--- config.mk ---
export PLATFORM = sky130hd
export DESIGN_NAME = rr_mux_arbiter_flat
export DESIGN_NICKNAME = d
export VERILOG_FILES = /design/src/rtl/rr_mux_arbiter_if.sv /design/src/rtl/rr_mux_arbiter.sv /design/src/flat_wrapper.sv
export SDC_FILE = /design/constraint.sdc
export NUM_CORES = 1
export LEC_CHECK = 0
export BUFFER_PORTS_ARGS = -buffer_cell sky130_fd_sc_hd__buf_2
export CELL_PAD_IN_SITES_DETAIL_PLACEMENT = 0
export CELL_PAD_IN_SITES_GLOBAL_PLACEMENT = 1
export CORE_MARGIN = 10
export CORE_UTILIZATION = 41
export DETAILED_ROUTE_END_ITERATION = 8
export PLACE_DENSITY_LB_ADDON = 0.1
export SETUP_SLACK_MARGIN = 0.05
export SLEW_MARGIN = 10
export SYNTH_ARGS = -nofsm -noshare
export SYNTH_HDL_FRONTEND = slang
export SYNTH_SLANG_ARGS = --single-unit
export TNS_END_PERCENT = 20
--- constraint.sdc ---
create_clock -name clk -period 5 [get_ports clk]
set_input_delay 1.25 -clock clk [delete_from_list [all_inputs] [get_ports clk]]
set_output_delay 1.25 -clock clk [all_outputs]
set_load 0.02 [all_outputs]
--- src/rtl/rr_mux_arbiter_if.sv ---
// rr_mux_arbiter_if: requester/mux bundle shared by the arbiter and its requesters
interface rr_mux_arbiter_if #(parameter int N = 4);
    logic [3:0]   req;
    logic [N-1:0] A;
    logic [N-1:0] B;
    logic [N-1:0] C;
    logic [N-1:0] D;
    logic [3:0]   gnt;
    logic [1:0]   S;
    logic [N-1:0] Y;
    logic         valid;
    modport slave (input req, A, B, C, D, output gnt, S, Y, valid);
    modport master (output req, A, B, C, D, input gnt, S, Y, valid);
endinterface

--- src/rtl/rr_mux_arbiter.sv ---
// rr_mux_arbiter: round-robin owner of a 4:1 mux select with bounded hold and registered output
module rr_mux_arbiter #(
    parameter int N        = 4,
    parameter int MAX_HOLD = 4
) (
    input  logic            clk,
    input  logic            nrst,
    rr_mux_arbiter_if.slave bus
);
    typedef enum logic {IDLE, GRANT} state_t;
    localparam logic [3:0] HMAX = 4'(MAX_HOLD);
    state_t       r_state, w_state;
    logic [1:0]   r_s, w_s, r_last, w_last, w_pick;
    logic [3:0]   r_hold, w_hold, r_gnt, w_others;
    logic [N-1:0] r_y;
    logic         r_valid;
    // Descending scan so the nearest requester after last wins; in GRANT last equals the owner.
    always_comb begin
        w_pick = r_last;
        for (int k = 4; k >= 1; k--)
            if (bus.req[r_last + 2'(k)]) w_pick = r_last + 2'(k);
    end
    assign w_others = bus.req & ~(4'b1 << r_s);
    always_comb begin
        w_state = r_state;
        w_s     = r_s;
        w_last  = r_last;
        w_hold  = r_hold;
        if (r_state == IDLE) begin
            if (|bus.req) begin
                w_state = GRANT;
                w_s     = w_pick;
                w_last  = w_pick;
                w_hold  = 4'd1;
            end
        end else if (|w_others && (!bus.req[r_s] || r_hold == HMAX)) begin
            w_s    = w_pick;
            w_last = w_pick;
            w_hold = 4'd1;
        end else if (!bus.req[r_s]) begin
            w_state = IDLE;
        end else begin
            w_hold = (r_hold == HMAX) ? 4'd1 : r_hold + 4'd1;
        end
    end
    always_ff @(posedge clk or negedge nrst) begin
        if (!nrst) begin
            r_state <= IDLE;
            r_s     <= 2'd0;
            r_last  <= 2'd3;
            r_hold  <= 4'd0;
            r_gnt   <= 4'd0;
            r_y     <= '0;
            r_valid <= 1'b0;
        end else begin
            r_state <= w_state;
            r_s     <= w_s;
            r_last  <= w_last;
            r_hold  <= w_hold;
            r_gnt   <= (w_state == GRANT) ? (4'b1 << w_s) : 4'd0;
            r_valid <= (r_state == GRANT);
            if (r_state == GRANT)
                r_y <= (r_s == 2'd0) ? bus.A : (r_s == 2'd1) ? bus.B : (r_s == 2'd2) ? bus.C : bus.D;
        end
    end
    assign bus.gnt   = r_gnt;
    assign bus.S     = r_s;
    assign bus.Y     = r_y;
    assign bus.valid = r_valid;
endmodule

--- src/flat_wrapper.sv ---
// flat-port wrapper written by rule: the top's interface ports become plain ports
module rr_mux_arbiter_flat 
#(
    parameter int N        = 4,
    parameter int MAX_HOLD = 4
)
  (clk, nrst, bus_req, bus_A, bus_B, bus_C, bus_D, bus_gnt, bus_S, bus_Y, bus_valid);
  rr_mux_arbiter_if #(.N(N)) bus_i ();
  input  logic clk;
  input  logic nrst;
  input wire logic [$bits(bus_i.req)-1:0] bus_req;
  input wire logic [$bits(bus_i.A)-1:0] bus_A;
  input wire logic [$bits(bus_i.B)-1:0] bus_B;
  input wire logic [$bits(bus_i.C)-1:0] bus_C;
  input wire logic [$bits(bus_i.D)-1:0] bus_D;
  output wire logic [$bits(bus_i.gnt)-1:0] bus_gnt;
  output wire logic [$bits(bus_i.S)-1:0] bus_S;
  output wire logic [$bits(bus_i.Y)-1:0] bus_Y;
  output wire logic [$bits(bus_i.valid)-1:0] bus_valid;
  assign bus_i.req = bus_req;
  assign bus_i.A = bus_A;
  assign bus_i.B = bus_B;
  assign bus_i.C = bus_C;
  assign bus_i.D = bus_D;
  assign bus_gnt = bus_i.gnt;
  assign bus_S = bus_i.S;
  assign bus_Y = bus_i.Y;
  assign bus_valid = bus_i.valid;
  rr_mux_arbiter #(.N(N), .MAX_HOLD(MAX_HOLD)) u_core (.clk(clk), .nrst(nrst), .bus(bus_i));
endmodule
# Word-level counts from Yosys, hierarchy flattened
# Cells that the tools add are included.
dict set report totals {
  ff_bits 18
  output_inout_bits 11
}
dict set report classes {
  n_reduce_logical 9
  bitwise_logic 2
  eq_ne 5
  n_shift 2
  magnitude_cmp 4
  n_addsub 4
  muxes 30
}
# op count
set ops {}
lappend ops {{4-bit 2-to-1 mux} 9}
lappend ops {{2-bit 2-to-1 mux} 9}
lappend ops {{2-bit by 3-bit less-than comparator with 1-bit output, second input constant} 4}
lappend ops {{1-bit binary-select mux with 2-bit select} 4}
lappend ops {{1-bit 2-to-1 mux} 8}
lappend ops {{4-bit OR reduction} 2}
lappend ops {{1-bit by 2-bit left shift with 4-bit output, first input constant} 2}
lappend ops {{2-bit adder, second input constant} 2}
lappend ops {{4-bit by 1-bit adder with 4-bit output, second input constant} 1}
lappend ops {{4-bit AND} 1}
lappend ops {{4-bit by 3-bit == test with 1-bit output, second input constant} 1}
lappend ops {{4-bit NOT} 1}
lappend ops {{2-bit AND reduction} 2}
lappend ops {{3-bit != test, second input constant} 1}
lappend ops {{2-bit by 1-bit adder with 2-bit output, second input constant} 1}
lappend ops {{2-bit by 1-bit == test with 1-bit output, second input constant} 1}
lappend ops {{2-bit == test, second input constant} 1}
lappend ops {{2-bit zero test} 1}
lappend ops {{2-bit != test, second input constant} 1}
lappend ops {{2-bit nonzero test} 1}
lappend ops {{1-bit logical AND} 1}
lappend ops {{1-bit zero test} 1}
lappend ops {{1-bit logical OR} 1}

# Logic depth before layout (Yosys ltp)
# Gate-level depths: netlist of run 1.
dict set report logic_depth {
  depth_word 10
  ltp_mapped 8
  ltp_nobuf 7
}

# Least setup slack after synthesis of run 1
# OpenSTA, ideal clock, no wires.
dict set report synth_timing {
  kind {input to register}
  start {in bus_req[1]}
  end {reg u_core.r_gnt[0] (netlist: u_core.bus.gnt[0])}
  required_time_ns 4.890
  path_buffers 2
  stages 7
  path_slack_ns 2.287
  t_arrival_ns 2.603
  cell_sequence {buf_6 -> mux4_2 -> a22o_1 -> o22ai_4 -> buf_6 -> nand3b_1 -> o41ai_1}
}
dict set report synth_between {
  elab_chain_cells 9
  elab_cells_between_ends 26
}
# item line_no
set synth_lines {}
lappend synth_lines {{from (decl)} flat_wrapper.sv:11} ;# input wire logic [$bits(bus_i.req)-1:0] bus_req;
lappend synth_lines {{1-bit binary-select mux with 2-bit select (on tied branches)} {rr_mux_arbiter.sv:21, rr_mux_arbiter.sv:36, rr_mux_arbiter.sv:40}}
lappend synth_lines {{1-bit 2-to-1 mux (on tied branches)} {rr_mux_arbiter.sv:21, rr_mux_arbiter.sv:36, rr_mux_arbiter.sv:40}}
lappend synth_lines {{2-bit 2-to-1 mux or 1-bit zero test (tied branches)} {rr_mux_arbiter.sv:21, rr_mux_arbiter.sv:36}}
lappend synth_lines {{2-bit 2-to-1 mux or 1-bit logical OR (tied branches)} {rr_mux_arbiter.sv:21, rr_mux_arbiter.sv:36}}
lappend synth_lines {{2-bit 2-to-1 mux or 1-bit logical AND (tied branches)} {rr_mux_arbiter.sv:21, rr_mux_arbiter.sv:36}}
lappend synth_lines {{2-bit 2-to-1 mux (on tied branches)} {rr_mux_arbiter.sv:30, rr_mux_arbiter.sv:36}}
lappend synth_lines {{2-bit 2-to-1 mux} rr_mux_arbiter.sv:29} ;# if (r_state == IDLE) begin
lappend synth_lines {{1-bit by 2-bit left shift with 4-bit output} rr_mux_arbiter.sv:60} ;# r_gnt <= (w_state == GRANT) ? (4'b1 << w_s) : 4'd0;
lappend synth_lines {{4-bit 2-to-1 mux *} rr_mux_arbiter.sv:60}
lappend synth_lines {{to (signal assigned)} rr_mux_arbiter.sv:60}
lappend synth_lines {{to (decl)} rr_mux_arbiter.sv:14} ;# logic [3:0] r_hold, w_hold, r_gnt, w_others;
# Every way passes the cells marked *; elsewhere a longest branch is shown, timed or not. The select of a mux whose other input is x is not followed.
# A chain may end at the register's enable or synchronous reset.

# Worst setup path after layout of run 1
dict set report layout_timing {
  start {in bus_req[1]}
  end {reg u_core.r_gnt[1] (netlist: u_core.bus.gnt[1])}
}
# The elaborated chain is that of the path after synthesis.

==> results of run 1 <==
## placed cells by master (no fill, tap or decap), drive strengths merged, types with 3 or more instances in the layout
cell type | netlist | final
buf | 5 | 32
dfrtp | 16 | 16
o21ai | 7 | 7
inv | 6 | 6
mux4 | 5 | 5
nand2 | 5 | 5
mux2 | 5 | 5
nor2 | 4 | 4
a21o | 4 | 4
nand3 | 4 | 4
clkbuf | 0 | 4
a21oi | 3 | 3
o22ai | 3 | 3
## cell type report
| cell class | count | area share, % |
|---|---|---|
| Inverter | 6 | 1.784 |
| Multi-Input combinational cell | 64 | 43.81 |
| Sequential cell | 18 | 35.88 |
| Tap cell | 30 | 2.973 |
| Timing Repair Buffer | 32 | 12.69 |
| Clock buffer | 4 | 2.874 |
## flip-flops by register name (all words and copies together), names as in the netlist
signal and flops:
u_core.r_state 1, u_core.r_last 2, u_core.bus.gnt 4, u_core.bus.S 2
u_core.bus.Y 4, u_core.bus.valid 1, u_core.r_hold 4
## power breakdown
group	internal (W)	switching [W]	leakage, nW
sequential	0.000209	0.0000679	0.212
clock	0.0000443	0.0000458	0.0210
combinational	0.000167	0.000181	0.348
## metal layers
metal  wire (microns)  vias to the layer above  track usage, %
li1                 -                      413               -
met1             1055                      414           11.89
met2             1317                       24           18.10
met3              216                        2           3.766
met4               13                        0           3.441
met5                0                        -               0
## metrics by stage
step                utilization (%)  std cells  setup WS, ns  total power [W]  instance area (sq um)
CTS                           50.96        154         2.376        0.0007266                   1262
global route                  50.96        154         2.249        0.0007785                   1262
floorplan                         -         93         2.287        0.0005464                   1066
finish                        50.96        154         2.376        0.0007156                   1262
global placement              49.49        150         2.113        0.0006258                   1226
detailed placement            49.49        150         2.071        0.0006360                   1226
## kinds of logic after synthesis
family	synth area share [%]
fa+ha+maj	2.347
flops	42.49
compound gates	18.07
simple gates	15.61
buf+inv	5.633
mux	15.84
## critical path, stage by stage
cell and delay, ns:
buf_2 0.16, mux4_2 0.47, a22o_1 0.29, o22ai_4 0.36, nor4b_1 0.10, a21o_1 0.18
## worst max-delay path by stage
stage / slack [ns] / startpoint / to / cells past startpoint
final: 2.38 / bus_req[1] / u_core.bus.gnt[1]$_DFF_PN0_ / 6
after floorplan: 2.29 / bus_req[1] / u_core.bus.gnt[0]$_DFF_PN0_ / 7
after global placement: 2.11 / bus_req[1] / u_core.bus.gnt[1]$_DFF_PN0_ / 6
after global routing: 2.25 / bus_req[0] / u_core.bus.gnt[1]$_DFF_PN0_ / 6
after detailed placement: 2.07 / bus_req[1] / u_core.bus.gnt[1]$_DFF_PN0_ / 6
after CTS: 2.38 / bus_req[1] / u_core.bus.gnt[1]$_DFF_PN0_ / 6
==> results.ini, run 1 <==
[finish]
fillers = 242
syn_to_final_growth_pct = 18.43
multi_input_comb_area_sq_um = 553.0
antenna_cells = 0
ff_latch_area_sq_um = 452.9
drive_gt1_share_pct = 40.32
finalNetCount = 149

[clock_network]
cts_resized = 0
clk_path_buf_depth = 2
cts_tree = built
htreeDepth = 1
ctsHoldBuffers = 0
clock_sinks = 18
cts-root-buf = clkbuf_4
post_cts_buffers = 0
clk_pin_slew_ns = 0.11
cts_buffers = 3
clk_latency_ns = 0.29

[yosys]
ys_ff_latch = 18
synthDistinctLibCells = 37
synth-edff-count = 0
yosysTopAreaCell = dfrtp_1
async_flop_share_pct = 100.0
postSynthCellCount = 93
yosys_warnings = 0
yosysSeqAreaShare_pct = 42.49
synthTopCellsByCount = dfrtp_1 (16), inv_1 (6), mux4_2 (5), nand2_1 (5)
synthesis.nets = 117
syn_area_sq_um = 1066
synth.area.top_cells = dfrtp_1 (38%), mux4_2 (11%), dfstp_2 (4.9%), mux2_2 (4.2%), a21o_1 (2.8%)
avgSynthCellArea_sq_um = 11.46
yosys.cell_count.top_type = dfrtp_1
ys.flop_type = dfrtp_1
synth_top_area_share_pct = 37.56

[setup_path]
critPathCaptureType = flip-flop
critPathKind = in -> reg
setup.worst_path.start_class = input port
r2r_start = u_core.bus.S[1]$_DFF_PN0_
rrSetupSlack_ns = 2.74
crit_required_ns = 5.19
crit_fanout = 14
r2r_end = u_core.bus.gnt[1]$_DFF_PN0_
critPathArrivalTime_ns = 2.82
reg2reg_depth = 5

[route]
dr.pass1.iters = 4
postRouteAntennaNets = 0
drtIter0Drc = 28
vias_per_cell = 5.539
route.vias.total = 853
routed_wirelength_microns = 2602
drc_errors = 0
wire_per_inst_microns = 16.90

[timing]
fin_hold_ws_ns = 0.5193
final.setup.tns_ns = 0
slew_headroom_pct = 56.05
fin_crit_ns = 2.624
drv_slew = 0
fmax_mhz = 381.1
setup_viol = 0
fin_crit_sh_pct = 52.48
grt_setup_unrepaired = no
fin_worst_skew_ns = 0.001817
finalHoldViolations = 0
tightest_slew_ns = 0.6543

[place]
dp_hpwl_microns = 2037
io_buffers = 32
gp_congestion = 0.7205

[pwr]
p_leak_nw = 0.5810
ir_drop_v = 0.0003581
power.density_nw_per_um2 = 566.8

[outcome]
status = completed

[hold_path]
holdCritStartpoint = u_core.bus.Y[0]$_DFFE_PN0P_
holdPathEnd = u_core.bus.Y[0]$_DFFE_PN0P_
holdCritPathClass = reg -> reg
whs_path_depth = 1

[floorplanning]
ioPinCount = 33
rows = 18
die_area_sq_um = 5040
core_area_sq_um = 2477
die_w_microns = 70.99
die_y_microns = 70.99
initial_core_util_pct = 43.03

[global_routing]
grt_pass1_wl_microns = 4422
grt_max_degree = 19
grt_usage_pct = 10.57
gr-total-overflow = 0
antenna_found_initial = 0
grt_pass1_vias = 939

[flow_run]
maxCapViolCount = 0

(Power assumes the default switching activity.)
==> run 2, diff against run 1 <==
CORE_UTILIZATION = 38   (was 41)
clock period = 2.5 ns   (was 5 ns; I/O delays follow)
==> run 2 against run 1 <==
Effect of this change: wire length shrank 8.0%; flip-flop and latch count is the same; cell area is 1.1% higher; largest power group unchanged; highest routed layer unchanged.
==> results.ini, run 2 (synthesis results as in run 1) <==
[floorplanning]
die_w_microns = 72.97  ; +2.8%
core_area_sq_um = 2710  ; +9.4%
initial_core_util_pct = 39.34  ; -3.7 points
die_area_sq_um = 5324  ; +5.6%
ioPinCount = 33  ; unchanged
rows = 19  ; +1
die_y_microns = 72.97  ; +2.8%

[timing]
fin_crit_sh_pct = 80.01
finalHoldViolations = 0  ; unchanged
fin_crit_ns = 2.000
drv_slew = 0  ; unchanged
final.setup.tns_ns = 0  ; unchanged
grt_setup_unrepaired = no
fmax_mhz = 499.9
fin_hold_ws_ns = 0.2365  ; -0.2828 ns
setup_viol = 0  ; unchanged
fin_worst_skew_ns = 0.01133  ; +0.009516 ns
tightest_slew_ns = 0.4645  ; -0.1898 ns
slew_headroom_pct = 68.71  ; +13 points

[finish]
fillers = 264  ; +9.1%
final_common_cell = buf_2
syn_to_final_growth_pct = 19.72
antenna_cells = 0  ; unchanged
final_cells = 158  ; +2.6%
layout_common_cells = buf_2 (32), dfrtp_1 (16), inv_1 (6)
drive_gt1_share_pct = 40.94  ; +0.62 points
finalNetCount = 152  ; +2.0%

[route]
dr.pass1.iters = 4  ; unchanged
wire_per_inst_microns = 15.15  ; -10%
vias_per_cell = 5.411  ; -2.3%
postRouteAntennaNets = 0  ; unchanged
drtIter0Drc = 57  ; +100%
route.vias.total = 855  ; +0.23%
routed_wirelength_microns = 2393  ; -8.0%
drc_errors = 0  ; unchanged

[clock_network]
clk_pin_slew_ns = 0.10  ; about the same
clk_latency_ns = 0.29  ; about the same
cts-root-buf = clkbuf_4
cts_resized = 0  ; unchanged
htreeDepth = 1  ; unchanged
cts_tree = built
clk_path_buf_depth = 2  ; unchanged
ctsHoldBuffers = 0  ; unchanged
clock_sinks = 18  ; unchanged
post_cts_buffers = 0  ; unchanged
cts_buffers = 3  ; unchanged

[place]
post-place-cells = 154  ; +2.7%
gp_congestion = 0.7816  ; +8.5%
io_buffers = 32  ; unchanged
dp_hpwl_microns = 1952  ; -4.1%

[global_routing]
grt_pass1_vias = 928  ; -1.2%
gr-total-overflow = 0  ; unchanged
met1_usage_pct = 10.01  ; -1.9 points
antenna_found_initial = 0  ; unchanged
busiest_layer = met2
grt_usage_pct = 9.819  ; -0.75 points
use_met2_pct = 18.50  ; +0.40 points
grt_max_degree = 19  ; unchanged
grtUsageMet3_pct = 3.265  ; -0.50 points
grt_pass1_wl_microns = 4140  ; -6.4%

[setup_path]
critPathKind = in -> reg
critical-path-slowest-cell = or4bb_1
critical_path_buf_inv_count = 1  ; unchanged
crit_required_ns = 2.73  ; -2.46 ns
crit_fanout = 14  ; unchanged
critPathCaptureType = flip-flop
max_stage_delay_ns = 0.53  ; +0.06 ns
setup.worst_path.start_class = input port
crit_chain = buf_2 > or4bb_1 > o221ai_1 > o22ai_4 > nor4b_1 > a21o_1
critPathArrivalTime_ns = 2.23  ; -0.59 ns
cp_top_family = simple AND/OR/NAND/NOR gates

[pwr]
finalPower_w = 0.001411  ; +97%
combPwrFrac_pct = 53.1  ; +4.4 points
internal_power_w = 0.0008361  ; +99%
switchingPower_w = 0.0005748  ; +95%
sw_frac_of_total_pct = 40.74  ; -0.51 points
power_frac_seq_pct = 36.4  ; -2.3 points
p_leak_nw = 0.5901  ; +1.6%
ir_drop_v = 0.0005789  ; +62%
power.density_nw_per_um2 = 1106  ; +95%
pwr-share-clk_pct = 10.6  ; -2.0 points

[flow_run]
maxCapViolCount = 0  ; unchanged

[outcome]
status = completed

[hold_path]
holdCritPathClass = in -> async

[run 2: layer usage]
layer | up-vias | share of wire [%]
met2 | 9 | 56
met4 | 0 | 1.0
met3 | 4 | 3.5
li1 | 424 | -
met5 | - | 0
met1 | 418 | 39
[run 2: layout make-up]
type                    instances  area [sq um]  share of cell area [%]
flip-flops and latches         18         452.9                   35.49
repair buffers                 35         182.7                   14.31
multi-input cells              64         553.0                   43.33
inverters                       6         22.52                   1.765
well taps                      31         38.79                   3.039
clock buffers                   4         26.28                   2.059
[run 2: worst paths after layout]
check / end / startpoint / slack, ns / depth (start not counted)
setup reg to reg: u_core.bus.gnt[1]$_DFF_PN0_ / u_core.bus.S[1]$_DFF_PN0_ / 0.52 / 6
min in group clk: u_core.bus.Y[1]$_DFFE_PN0P_ / u_core.bus.Y[1]$_DFFE_PN0P_ / 0.51 / 1
max in group asynchronous: u_core.r_last[0]$_DFFE_PN1P_ / nrst / 1.93 / 1
hold / removal: u_core.bus.Y[2]$_DFFE_PN0P_ / nrst / 0.24 / 1
setup / recovery: u_core.bus.gnt[1]$_DFF_PN0_ / bus_req[0] / 0.50 / 6
hold reg to reg: u_core.bus.Y[1]$_DFFE_PN0P_ / u_core.bus.Y[1]$_DFFE_PN0P_ / 0.51 / 1
[run 2: power groups by stage]
stage / combinational [W] / sequential, W / clock (W)
2_1_floorplan: 0.000507 / 0.000586 / 0
3_3_place_gp: 0.000758 / 0.000520 / 0
3_5_place_dp: 0.000766 / 0.000522 / 0
4_1_cts: 0.000767 / 0.000515 / 0.000159
5_1_grt: 0.000842 / 0.000535 / 0.000178
6_report: 0.000749 / 0.000513 / 0.000149
[run 2: per-stage QoR]
step | area (sq um) | setup slack [ns] | utilization [%]
after floorplan | 1066 | 0.4118 | -
after global placement | 1250 | 0.2328 | 46.12
after detailed placement | 1250 | 0.1891 | 46.12
after CTS | 1276 | 0.4735 | 47.09
after global routing | 1276 | 0.3544 | 47.09
final | 1276 | 0.4996 | 47.09
==> run 3, diff against run 2 <==
clock period = 2 ns   (was 2.5 ns; I/O delays follow)
==> run 3 against run 2 <==
Effect of this change: utilization increased by 4.8 points; die area unchanged; cell count increased by 7.6%; hold slack got worse by 0.12 ns; power increased by 38%; wire length increased by 17%; critical path depth decreased by 1; worst setup slack got worse by 0.39 ns; sequential share of layout area decreased by 3.3 points; flip-flop and latch count unchanged; global-route usage increased by 0.91 points; first-iteration DRC count decreased by 11%; critical path type is now reg -> reg; critical endpoint is now u_core.r_hold[2]$_DFFE_PN0P_.
==> results.ini, run 3 (synthesis results as in run 1) <==
[global_routing]
grt_usage_pct = 10.73  ; +0.91 points
grt_max_degree = 19  ; unchanged
grt_pass1_wl_microns = 4526  ; +9.3%
antenna_found_initial = 0  ; unchanged
gr-total-overflow = 0  ; unchanged
grt_pass1_vias = 983  ; +5.9%

[setup_path]
critPathArrivalTime_ns = 2.10  ; -0.13 ns
crit_required_ns = 2.20  ; -0.53 ns
cp-startpoint = u_core.bus.S[1]$_DFF_PN0_
setup.worst_path.start_class = flip-flop
r2r_start = u_core.bus.S[1]$_DFF_PN0_
crit_fanout = 5  ; -9
rrSetupSlack_ns = 0.10  ; -0.42 ns
critPathCaptureType = flip-flop
critPathKind = reg -> reg

[pwr]
power.density_nw_per_um2 = 1382  ; +25%
internal_power_w = 0.001155  ; +38%
pwr-share-clk_pct = 11.9  ; +1.3 points
sw_frac_of_total_pct = 40.53  ; -0.21 points
power_frac_seq_pct = 32.1  ; -4.3 points
combPwrFrac_pct = 56.0  ; +2.9 points
p_leak_nw = 0.6570  ; +11%
ir_drop_v = 0.0008322  ; +44%
finalPower_w = 0.001942  ; +38%
switchingPower_w = 0.0007870  ; +37%

[place]
io_buffers = 32  ; unchanged
dp_hpwl_microns = 2122  ; +8.7%
gp_congestion = 0.8136  ; +4.1%

[finish]
multi_input_comb_area_sq_um = 589.3  ; +6.6%
ff_latch_area_sq_um = 452.9  ; unchanged
finalNetCount = 164  ; +7.9%
layout_common_cells = buf_2 (32), dfrtp_1 (16), buf_4 (14)
syn_to_final_growth_pct = 31.81
fillers = 256  ; -3.0%
antenna_cells = 0  ; unchanged
drive_gt1_share_pct = 48.20  ; +7.3 points
final_common_cell = buf_2

[floorplanning]
die_y_microns = 72.97  ; unchanged
core_area_sq_um = 2710  ; unchanged
ioPinCount = 33  ; unchanged
die_w_microns = 72.97  ; unchanged
rows = 19  ; unchanged
initial_core_util_pct = 39.34  ; unchanged
die_area_sq_um = 5324  ; unchanged

[flow_run]
maxCapViolCount = 0  ; unchanged

[timing]
setup_viol = 0  ; unchanged
grt_setup_unrepaired = yes
fin_worst_skew_ns = 0.004895  ; -0.006438 ns
fin_crit_sh_pct = 94.75
finalHoldViolations = 0  ; unchanged
slew_headroom_pct = 72.05  ; +3.3 points
fin_crit_ns = 1.895
final.setup.tns_ns = 0  ; unchanged
fmax_mhz = 527.7
drv_slew = 0  ; unchanged
tightest_slew_ns = 0.4193  ; -0.04519 ns

[clock_network]
clk_path_buf_depth = 2  ; unchanged
post_cts_buffers = 0  ; unchanged
cts_buffers = 3  ; unchanged
clk_latency_ns = 0.29  ; about the same
clock_sinks = 18  ; unchanged
clk_pin_slew_ns = 0.11  ; about the same
htreeDepth = 1  ; unchanged
cts-root-buf = clkbuf_4
cts_tree = built

[route]
drc_errors = 0  ; unchanged
vias_per_cell = 5.359  ; -0.97%
postRouteAntennaNets = 0  ; unchanged
dr.pass1.iters = 4  ; unchanged
route.vias.total = 911  ; +6.5%
routed_wirelength_microns = 2799  ; +17%
drtIter0Drc = 51  ; -11%
wire_per_inst_microns = 16.46  ; +8.7%

[outcome]
status = completed

[hold_path]
holdCritPathClass = in -> async

-- run 3: changes by cell type in the layout (fill, tap and decap cells not counted), sizes merged --
cell	before	now
buf	35	46
o22ai	3	4
-- run 3: path summary, 6_finish.rpt --
check	endpoint	cells past startpoint
min in group clk	u_core.r_last[1]$_DFFE_PN1P_	2
max in group asynchronous	u_core.r_last[0]$_DFFE_PN1P_	1
worst min register to register	u_core.r_last[1]$_DFFE_PN1P_	2
worst min-delay path	u_core.bus.Y[2]$_DFFE_PN0P_	1
worst max-delay path	u_core.r_hold[2]$_DFFE_PN0P_	5
worst max register to register	u_core.r_hold[2]$_DFFE_PN0P_	5
-- run 3: final cells by class --
class	count	area share, %
clock buffer	4	2.582
sequential	18	32.24
inverter	6	1.603
timing repair buffer	46	18.88
multi-input combinational	65	41.94
tap	31	2.760
-- run 3: metal layers --
layer | share of wire [%] | global-route usage (%) | vias to the layer above
met4 | 0.61 | 4.430 | 0
met2 | 55 | 19.94 | 11
met5 | 0 | 0 | -
li1 | - | - | 448
met1 | 42 | 10.94 | 450
met3 | 3.0 | 2.857 | 2
-- run 3: repair_timing --
action | 4_1_cts | 5_1_grt
gates cloned | 0 | 1
hold buffers | 0 | 0
endpoints found under the setup margin | 1 | 9
resized for setup | 1 | 2
pin swaps | 0 | 1
-- run 3: stage by stage --
stage | instances | util [%] | area (sq um) | hold WS [ns] | worst slack [ns]
after CTS | 169 | 50.74 | 1375 | 0.1167 | 0.07464
final | 170 | 51.85 | 1405 | 0.1180 | 0.1049
after global placement | 165 | 49.17 | 1333 | 0.4525 | -0.03695
after detailed placement | 165 | 49.17 | 1333 | 0.4604 | -0.07926
after floorplan | 93 | - | 1066 | 0.2044 | 0.05863
after global routing | 170 | 51.85 | 1405 | 0.1146 | -0.01007
-- run 3: power by group through the flow --
stage	sequential, W	clock [W]	combinational, W
global route	0.000650	0.000254	0.00120
global placement	0.000625	0	0.00105
finish	0.000624	0.000230	0.00109
floorplan	0.000732	0	0.000633
detailed placement	0.000633	0	0.00105
CTS	0.000625	0.000241	0.00106
-- run 3: worst max-delay path, cell delays in order (launching register included) --
cell     delay, ns
dfrtp_1       0.42
mux4_2        0.51
a22o_1        0.30
o21ai_2       0.28
o31ai_1       0.10
a21o_1        0.18
